### config.mk
export PLATFORM = sky130hd
export DESIGN_NAME = rx_packet_assembler
export DESIGN_NICKNAME = d
export VERILOG_FILES = /design/src/rtl/rx_packet_assembler.sv
export SDC_FILE = /design/constraint.sdc
export NUM_CORES = 1
export LEC_CHECK = 0
export BUFFER_PORTS_ARGS = -buffer_cell sky130_fd_sc_hd__buf_4
export CAP_MARGIN = 20
export CORE_MARGIN = 2
export CORE_UTILIZATION = 43
export CTS_BUF_LIST = sky130_fd_sc_hd__clkbuf_4 sky130_fd_sc_hd__clkbuf_8 sky130_fd_sc_hd__clkbuf_16
export DETAILED_ROUTE_END_ITERATION = 12
export PLACE_DENSITY = 0.63
export SYNTH_ARGS = -nofsm -noshare
export SYNTH_HDL_FRONTEND = slang
export SYNTH_SLANG_ARGS = --single-unit
### constraint.sdc
create_clock -name clk -period 7.6 [get_ports clk]
set_clock_uncertainty 0.05 [all_clocks]
set_input_delay 0.76 -clock clk [delete_from_list [all_inputs] [get_ports clk]]
set_output_delay 0.76 -clock clk [all_outputs]
set_load 0.03 [all_outputs]
### src/rtl/rx_packet_assembler.sv
// Receive packet assembler: frames classified bytes into little-endian 32-bit words
// queued in a show-ahead FIFO. Define DLLP_LEN_CHECK_EN to enforce 6-byte DLLP payloads.
module rx_packet_assembler #(
  parameter int FIFO_DEPTH = 4
) (
  input  logic        clk,
  input  logic        rst,
  input  logic [7:0]  data_in,
  input  logic [5:0]  type_in,
  output logic [31:0] out_data,
  output logic [3:0]  out_keep,
  output logic        out_sop,
  output logic        out_eop,
  output logic        out_dllp,
  output logic        out_nullify,
  output logic        out_valid,
  input  logic        out_ready,
  output logic        err,
  output logic        overflow
);
  localparam int AW = (FIFO_DEPTH > 1) ? $clog2(FIFO_DEPTH) : 1;
  localparam logic [AW:0] FULL_CNT = (AW+1)'(FIFO_DEPTH);

  typedef enum logic [1:0] {IDLE, TLP, DLLP} state_t;

  typedef struct packed {
    logic        nullify;
    logic        dllp;
    logic        eop;
    logic        sop;
    logic [3:0]  keep;
    logic [31:0] data;
  } entry_t;

  state_t state, state_nx;

  logic [31:0] asm_data, asm_data_nx;
  logic [2:0]  byte_cnt, byte_cnt_nx;
  logic        sop_pending, sop_pending_nx;
  logic        err_nx;
  logic        push;
  entry_t      push_entry;
  logic        close, close_null;

  logic is_data, is_ts, is_te, is_de, is_ds, is_edb;
  logic match_end, bad_end;

  assign is_data = (type_in == 6'b100000);
  assign is_ts   = (type_in == 6'b010000);
  assign is_te   = (type_in == 6'b001000);
  assign is_de   = (type_in == 6'b000100);
  assign is_ds   = (type_in == 6'b000010);
  assign is_edb  = (type_in == 6'b000001);

  assign match_end = ((state == TLP) && is_te) || ((state == DLLP) && is_de);
  assign bad_end   = ((state == TLP) && is_de) || ((state == DLLP) && is_te);

  logic len_bad;
`ifdef DLLP_LEN_CHECK_EN
  logic [2:0] dllp_cnt, dllp_cnt_nx;

  always_comb begin
    dllp_cnt_nx = dllp_cnt;
    if (is_ts || is_ds)
      dllp_cnt_nx = '0;
    else if ((state == DLLP) && is_data && (dllp_cnt != 3'd7))
      dllp_cnt_nx = dllp_cnt + 3'd1;
  end

  always_ff @(posedge clk) begin
    if (rst) dllp_cnt <= '0;
    else     dllp_cnt <= dllp_cnt_nx;
  end

  assign len_bad = (dllp_cnt != 3'd6);
`else
  assign len_bad = 1'b0;
`endif

  function automatic logic [3:0] keep_of(input logic [2:0] cnt);
    case (cnt)
      3'd1:    return 4'b0001;
      3'd2:    return 4'b0011;
      3'd3:    return 4'b0111;
      default: return 4'b1111;
    endcase
  endfunction

  always_ff @(posedge clk) begin
    if (rst) state <= IDLE;
    else     state <= state_nx;
  end

  always_comb begin
    state_nx = state;
    case (state)
      IDLE: begin
        if (is_ts)      state_nx = TLP;
        else if (is_ds) state_nx = DLLP;
      end
      TLP, DLLP: begin
        if (is_ts)                         state_nx = TLP;
        else if (is_ds)                    state_nx = DLLP;
        else if (is_te || is_de || is_edb) state_nx = IDLE;
      end
      default: state_nx = IDLE;
    endcase
  end

  // Any close pushes the held bytes first; a start symbol then re-opens the register.
  always_comb begin
    push           = 1'b0;
    push_entry     = '0;
    asm_data_nx    = asm_data;
    byte_cnt_nx    = byte_cnt;
    sop_pending_nx = sop_pending;
    err_nx         = 1'b0;
    close          = 1'b0;
    close_null     = 1'b0;

    if (state == IDLE) begin
      if ((type_in != '0) && !is_ts && !is_ds) err_nx = 1'b1;
    end else if (is_data) begin
      if (byte_cnt == 3'd4) begin
        push       = 1'b1;
        push_entry = '{nullify: 1'b0, dllp: (state == DLLP), eop: 1'b0,
                       sop: sop_pending, keep: 4'b1111, data: asm_data};
        sop_pending_nx = 1'b0;
        asm_data_nx    = {24'h0, data_in};
        byte_cnt_nx    = 3'd1;
      end else begin
        case (byte_cnt[1:0])
          2'd0:    asm_data_nx[7:0]   = data_in;
          2'd1:    asm_data_nx[15:8]  = data_in;
          2'd2:    asm_data_nx[23:16] = data_in;
          default: asm_data_nx[31:24] = data_in;
        endcase
        byte_cnt_nx = byte_cnt + 3'd1;
      end
    end else if (match_end) begin
      close      = 1'b1;
      close_null = (state == DLLP) && len_bad;
      err_nx     = (byte_cnt == 3'd0) || close_null;
    end else if (is_edb) begin
      close      = 1'b1;
      close_null = 1'b1;
    end else if (bad_end || is_ts || is_ds) begin
      close      = 1'b1;
      close_null = 1'b1;
      err_nx     = 1'b1;
    end

    if (close) begin
      push       = (byte_cnt != 3'd0);
      push_entry = '{nullify: close_null, dllp: (state == DLLP), eop: 1'b1,
                     sop: sop_pending, keep: keep_of(byte_cnt), data: asm_data};
      asm_data_nx    = '0;
      byte_cnt_nx    = '0;
      sop_pending_nx = 1'b0;
    end

    if (is_ts || is_ds) begin
      asm_data_nx    = '0;
      byte_cnt_nx    = '0;
      sop_pending_nx = 1'b1;
    end
  end

  always_ff @(posedge clk) begin
    if (rst) begin
      asm_data    <= '0;
      byte_cnt    <= '0;
      sop_pending <= 1'b0;
      err         <= 1'b0;
    end else begin
      asm_data    <= asm_data_nx;
      byte_cnt    <= byte_cnt_nx;
      sop_pending <= sop_pending_nx;
      err         <= err_nx;
    end
  end

  entry_t        mem [FIFO_DEPTH];
  entry_t        head;
  logic [AW-1:0] wr_ptr, rd_ptr;
  logic [AW:0]   count;
  logic          full, pop, do_push;

  assign full      = (count == FULL_CNT);
  assign out_valid = (count != '0);
  assign pop       = out_valid && out_ready;
  // A pop in the same cycle frees the slot, so a full FIFO still accepts the push.
  assign do_push   = push && (!full || pop);

  always_ff @(posedge clk) begin
    if (rst) begin
      wr_ptr   <= '0;
      rd_ptr   <= '0;
      count    <= '0;
      overflow <= 1'b0;
    end else begin
      if (do_push) begin
        mem[wr_ptr] <= push_entry;
        wr_ptr      <= wr_ptr + AW'(1);
      end
      if (pop) rd_ptr <= rd_ptr + AW'(1);
      if (push && full && !pop) overflow <= 1'b1;
      case ({do_push, pop})
        2'b10:   count <= count + (AW+1)'(1);
        2'b01:   count <= count - (AW+1)'(1);
        default: count <= count;
      endcase
    end
  end

  assign head        = out_valid ? mem[rd_ptr] : '0;
  assign out_data    = head.data;
  assign out_keep    = head.keep;
  assign out_sop     = head.sop;
  assign out_eop     = head.eop;
  assign out_dllp    = head.dllp;
  assign out_nullify = head.nullify;

endmodule
==> impl_metrics.py <==
metrics = {
    "place": {
        "dpl_cell_area_um2": 9420,
        "dp_slack_ns": 3.84,
        "dp_hpwl_mm": 10.3,
        "port_buffers": 59,
        "dp_cells": 887,
        "gp_congestion": 0.884,
    },
    "clocking": {
        "ctsResizeCount": 0,
        "insertion_delay_ns": 0.49,
        "cts_sinks": 209,
        "clockRootBuffer": "clkbuf_16",
        "ctsHoldBuffers": 0,
        "clk_pin_slew_worst_paths_ns": 0.06,
        "cts_tree": "built",
        "htreeDepth": 1,
        "cts_buffers": 21,
        "cts_buffer_depth": 3,
        "postCtsSetupBuffers": 0,
    },
    "grt": {
        "grt_use_total_pct": 15.8,
        "grt_max_degree": 41,
        "grt_pass1_vias": 5020,
        "grt_pass1_wl_mm": 27.0,
        "overflow": 0,
        "antenna_found_initial": 0,
    },
    "synthesis": {
        "synth_edf_count": 160,
        "synth.avg_cell_area_um2": 14.8,
        "yosys_warnings": 0,
        "yosysSeqAreaShare_pct": 65.9,
        "synth_seq_cells": 209,
        "synth_cell_type_count": 52,
        "async_reset_ff_share_pct": 0,
        "synthFlopType": "edfxtp_1",
        "synthCells": 591,
        "netlist_area_um2": 8770,
        "syn-num-nets": 623,
    },
    "routing": {
        "drtAntennaViolNets": 0,
        "vias_per_cell": 5.30,
        "routed_wl_mm": 16.9,
        "via_count": 4930,
        "firstDrtPassIters": 5,
        "wire_per_inst_um": 18.2,
        "first_iter_violations": 372,
        "drc_errors": 0,
    },
    "setup_path": {
        "critPathCaptureType": "output pin",
        "critPathCapture": "out_eop",
        "r2r_cells": 8,
        "cp.depth": 4,
        "r2r-end": "mem[3][27]$_DFFE_PP_",
        "path_cells": "buf_4, mux4_2, and2_1, buf_4",
        "critPathBufInv": 2,
        "required_ns": 6.79,
        "path_max_fanout": 40,
        "r2r_setup_slack_ns": 4.47,
        "crit_path_start_kind": "flop",
        "slowest_stage": "buf_4",
        "arrival_ns": 2.42,
        "critPathKind": "flop to output pin",
        "crit_top_cell": "buf_4",
        "reg2reg_from": "byte_cnt[0]$_SDFFE_PP0P_",
        "cpLargestDelayFamily": "buffers and inverters",
        "cp_slowest_stage_delay_ns": 0.65,
    },
    "power": {
        "cell_internal_pwr_mw": 1.81,
        "power.share.clock_pct": 43.4,
        "power.density_nw_per_um2": 220,
        "peakVddDrop_mv": 0.142,
        "p_comb_share_pct": 2.4,
        "swShare_pct": 19.4,
        "p_seq_share_pct": 54.2,
        "netSwitchingPower_mw": 0.436,
        "leakage_nw": 3.54,
    },
    "floorplan": {
        "io_pins": 60,
        "die_w_um": 147,
        "initial_utilization_pct": 43.6,
        "fp.dieH_um": 147,
        "coreArea_um2": 20100,
        "dieArea_um2": 21600,
        "core.rowCount": 52,
    },
    "final_layout": {
        "final_cell_count_no_fill": 931,
        "postLayoutCoreUtil_pct": 50.8,
        "area_growth_pct": 16.3,
        "nFillCells": 1677,
        "antenna_cells": 0,
        "final_nets": 678,
        "drive_gt1_share_pct": 24.7,
        "fin_area_um2": 10200,
    },
    "timing": {
        "max-slew-margin-rel_pct": 33.5,
        "tns_ns": 0,
        "slew_viol_final": 0,
        "rsz0062_at_grt": "no",
        "setup_ws_ns": 4.37,
        "hold_viol": 0,
        "min_period_over_period_pct": 42.5,
        "worst_slew_pin_slew_ns": 0.987,
        "fin_crit_ns": 3.23,
        "setup_viol_count_final": 0,
        "clock.fmax_mhz": 310,
    },
    "status": {
        "status": "complete, no violations",
    },
    "run": {
        "drv_cap": 0,
    },
    "worst_hold_path": {
        "hp-class": "flop to flop",
    },
}
[tightest hold or removal path: stages (launching register included)]
cell,delay [ns]
dfxtp_1,0.30
nand2_1,0.05
a21oi_1,0.05
[state kept, by name (all words and copies together) (netlist names), named ones only]
name         cells
asm_data        32
count            3
wr_ptr           2
sop_pending      1
rd_ptr           2
mem            160
byte_cnt         3
state            2
err              1
overflow         1
[per-stage QoR]
stage / hold WS [ns] / power (mW)
4_1_cts: 0.404 / 2.26
5_1_grt: 0.423 / 2.31
6_report: 0.403 / 2.24
3_5_place_dp: 0.395 / 1.29
3_3_place_gp: 0.395 / 1.29
2_1_floorplan: 0.379 / 1.28
[cell usage after synthesis (2+ instances only)]
master    count  area, um^2
nand2b_1      4        25.0
a31oi_1       2        12.5
or3b_2        2        17.5
or3_1         4        25.0
and3_1        2        12.5
nand2_1      20        75.1
mux2_2        2        22.5
buf_1        10        37.5
xor2_1        2        17.5
clkbuf_1     18        67.6
a21oi_1      25         125
nor4b_1      11        96.3
nor2b_1       4        25.0
nor2_1       42         158
clkbuf_2      3        15.0
inv_1         9        33.8
nor3_1       10        50.1
mux4_2       40         901
ha_1         14         175
a22oi_1      17         128
and2_1       80         500
xnor2_1       3        26.3
buf_6         4        45.0
edfxtp_1    160        4800
nand3_1      13        65.1
nor4bb_1      2        20.0
mux2i_1       2        20.0
dfxtp_1      49         981
nand3b_1      2        15.0
o21ai_0      13        65.1
[layout by cell type, fill, tap and decap left out, types with 2 or more instances in the layout]
cell type  instances
nand2b_1           4
nand3b_1           2
nor3_1            10
xnor2_1            3
mux2i_1            2
o21ai_0           13
inv_1              9
a31oi_2            2
clkbuf_16         21
and2_2             4
mux2_2             2
or3_1              4
a22oi_1           17
buf_4             63
nand3_1           13
and2_1            76
nor4b_1           11
buf_12             5
xor2_1             2
nor2b_1            4
and3_1             2
ha_1              14
nor2_1            42
edfxtp_1         160
or3b_2             2
dfxtp_2            2
nand2_1           20
nor4bb_1           2
clkbuf_8           2
dfxtp_1           47
a21oi_1           25
clkinv_1           2
clkbuf_4          11
mux4_2            40
[power by group through the flow]
stage	Clock (mW)	Combinational (mW)	Sequential, mW
after floorplan	0	0.0338	1.24
after global placement	0	0.0510	1.24
after detailed placement	0	0.0529	1.24
after CTS	0.993	0.0529	1.22
after global routing	1.04	0.0599	1.22
final	0.974	0.0546	1.22
[how the worst min path moves through the flow]
stage,startpoint,end,slack (ns),cells after the start
floorplan,asm_data[3]$_SDFFE_PP0P_,asm_data[3]$_SDFFE_PP0P_,0.38,2
global placement,asm_data[7]$_SDFFE_PP0P_,asm_data[7]$_SDFFE_PP0P_,0.40,2
detailed placement,asm_data[3]$_SDFFE_PP0P_,asm_data[3]$_SDFFE_PP0P_,0.40,2
CTS,asm_data[3]$_SDFFE_PP0P_,asm_data[3]$_SDFFE_PP0P_,0.40,2
global route,asm_data[3]$_SDFFE_PP0P_,asm_data[3]$_SDFFE_PP0P_,0.42,2
finish,asm_data[3]$_SDFFE_PP0P_,asm_data[3]$_SDFFE_PP0P_,0.40,2
[per-layer routing]
layer / track usage [%] / share of wire, % / vias to the layer above
met5: 0 / 0 / -
met4: 3.74 / 1.9 / 0
met3: 2.61 / 4.1 / 25
met2: 27.0 / 50 / 113
met1: 21.5 / 44 / 2457
li1: - / - / 2335
[cell families (layout without fill, tap and decap cells)]
family | after synthesis | after routing | synth area share [%]
buffers and inverters | 46 | 116 | 2.41
AOI/OAI and AO/OA | 69 | 69 | 5.09
adders and majority gates | 15 | 15 | 2.22
and+or+nand+nor | 203 | 203 | 13.1
DFF | 209 | 209 | 65.9
muxes | 44 | 44 | 10.8
xor gates and xnor gates | 5 | 5 | 0.499
[cell type report]
| type | count | area (um^2) | share of cell area, % |
|---|---|---|---|
| tap | 270 | 338 | 3.31 |
| multi-input combinational | 336 | 2790 | 27.3 |
| clock inverter | 4 | 21.3 | 0.208 |
| inverter | 9 | 33.8 | 0.331 |
| sequential | 209 | 5790 | 56.7 |
| clock buffer | 34 | 636 | 6.23 |
| timing repair buffer | 69 | 601 | 5.88 |
No activity file was read; power rests on OpenSTA's default activity.
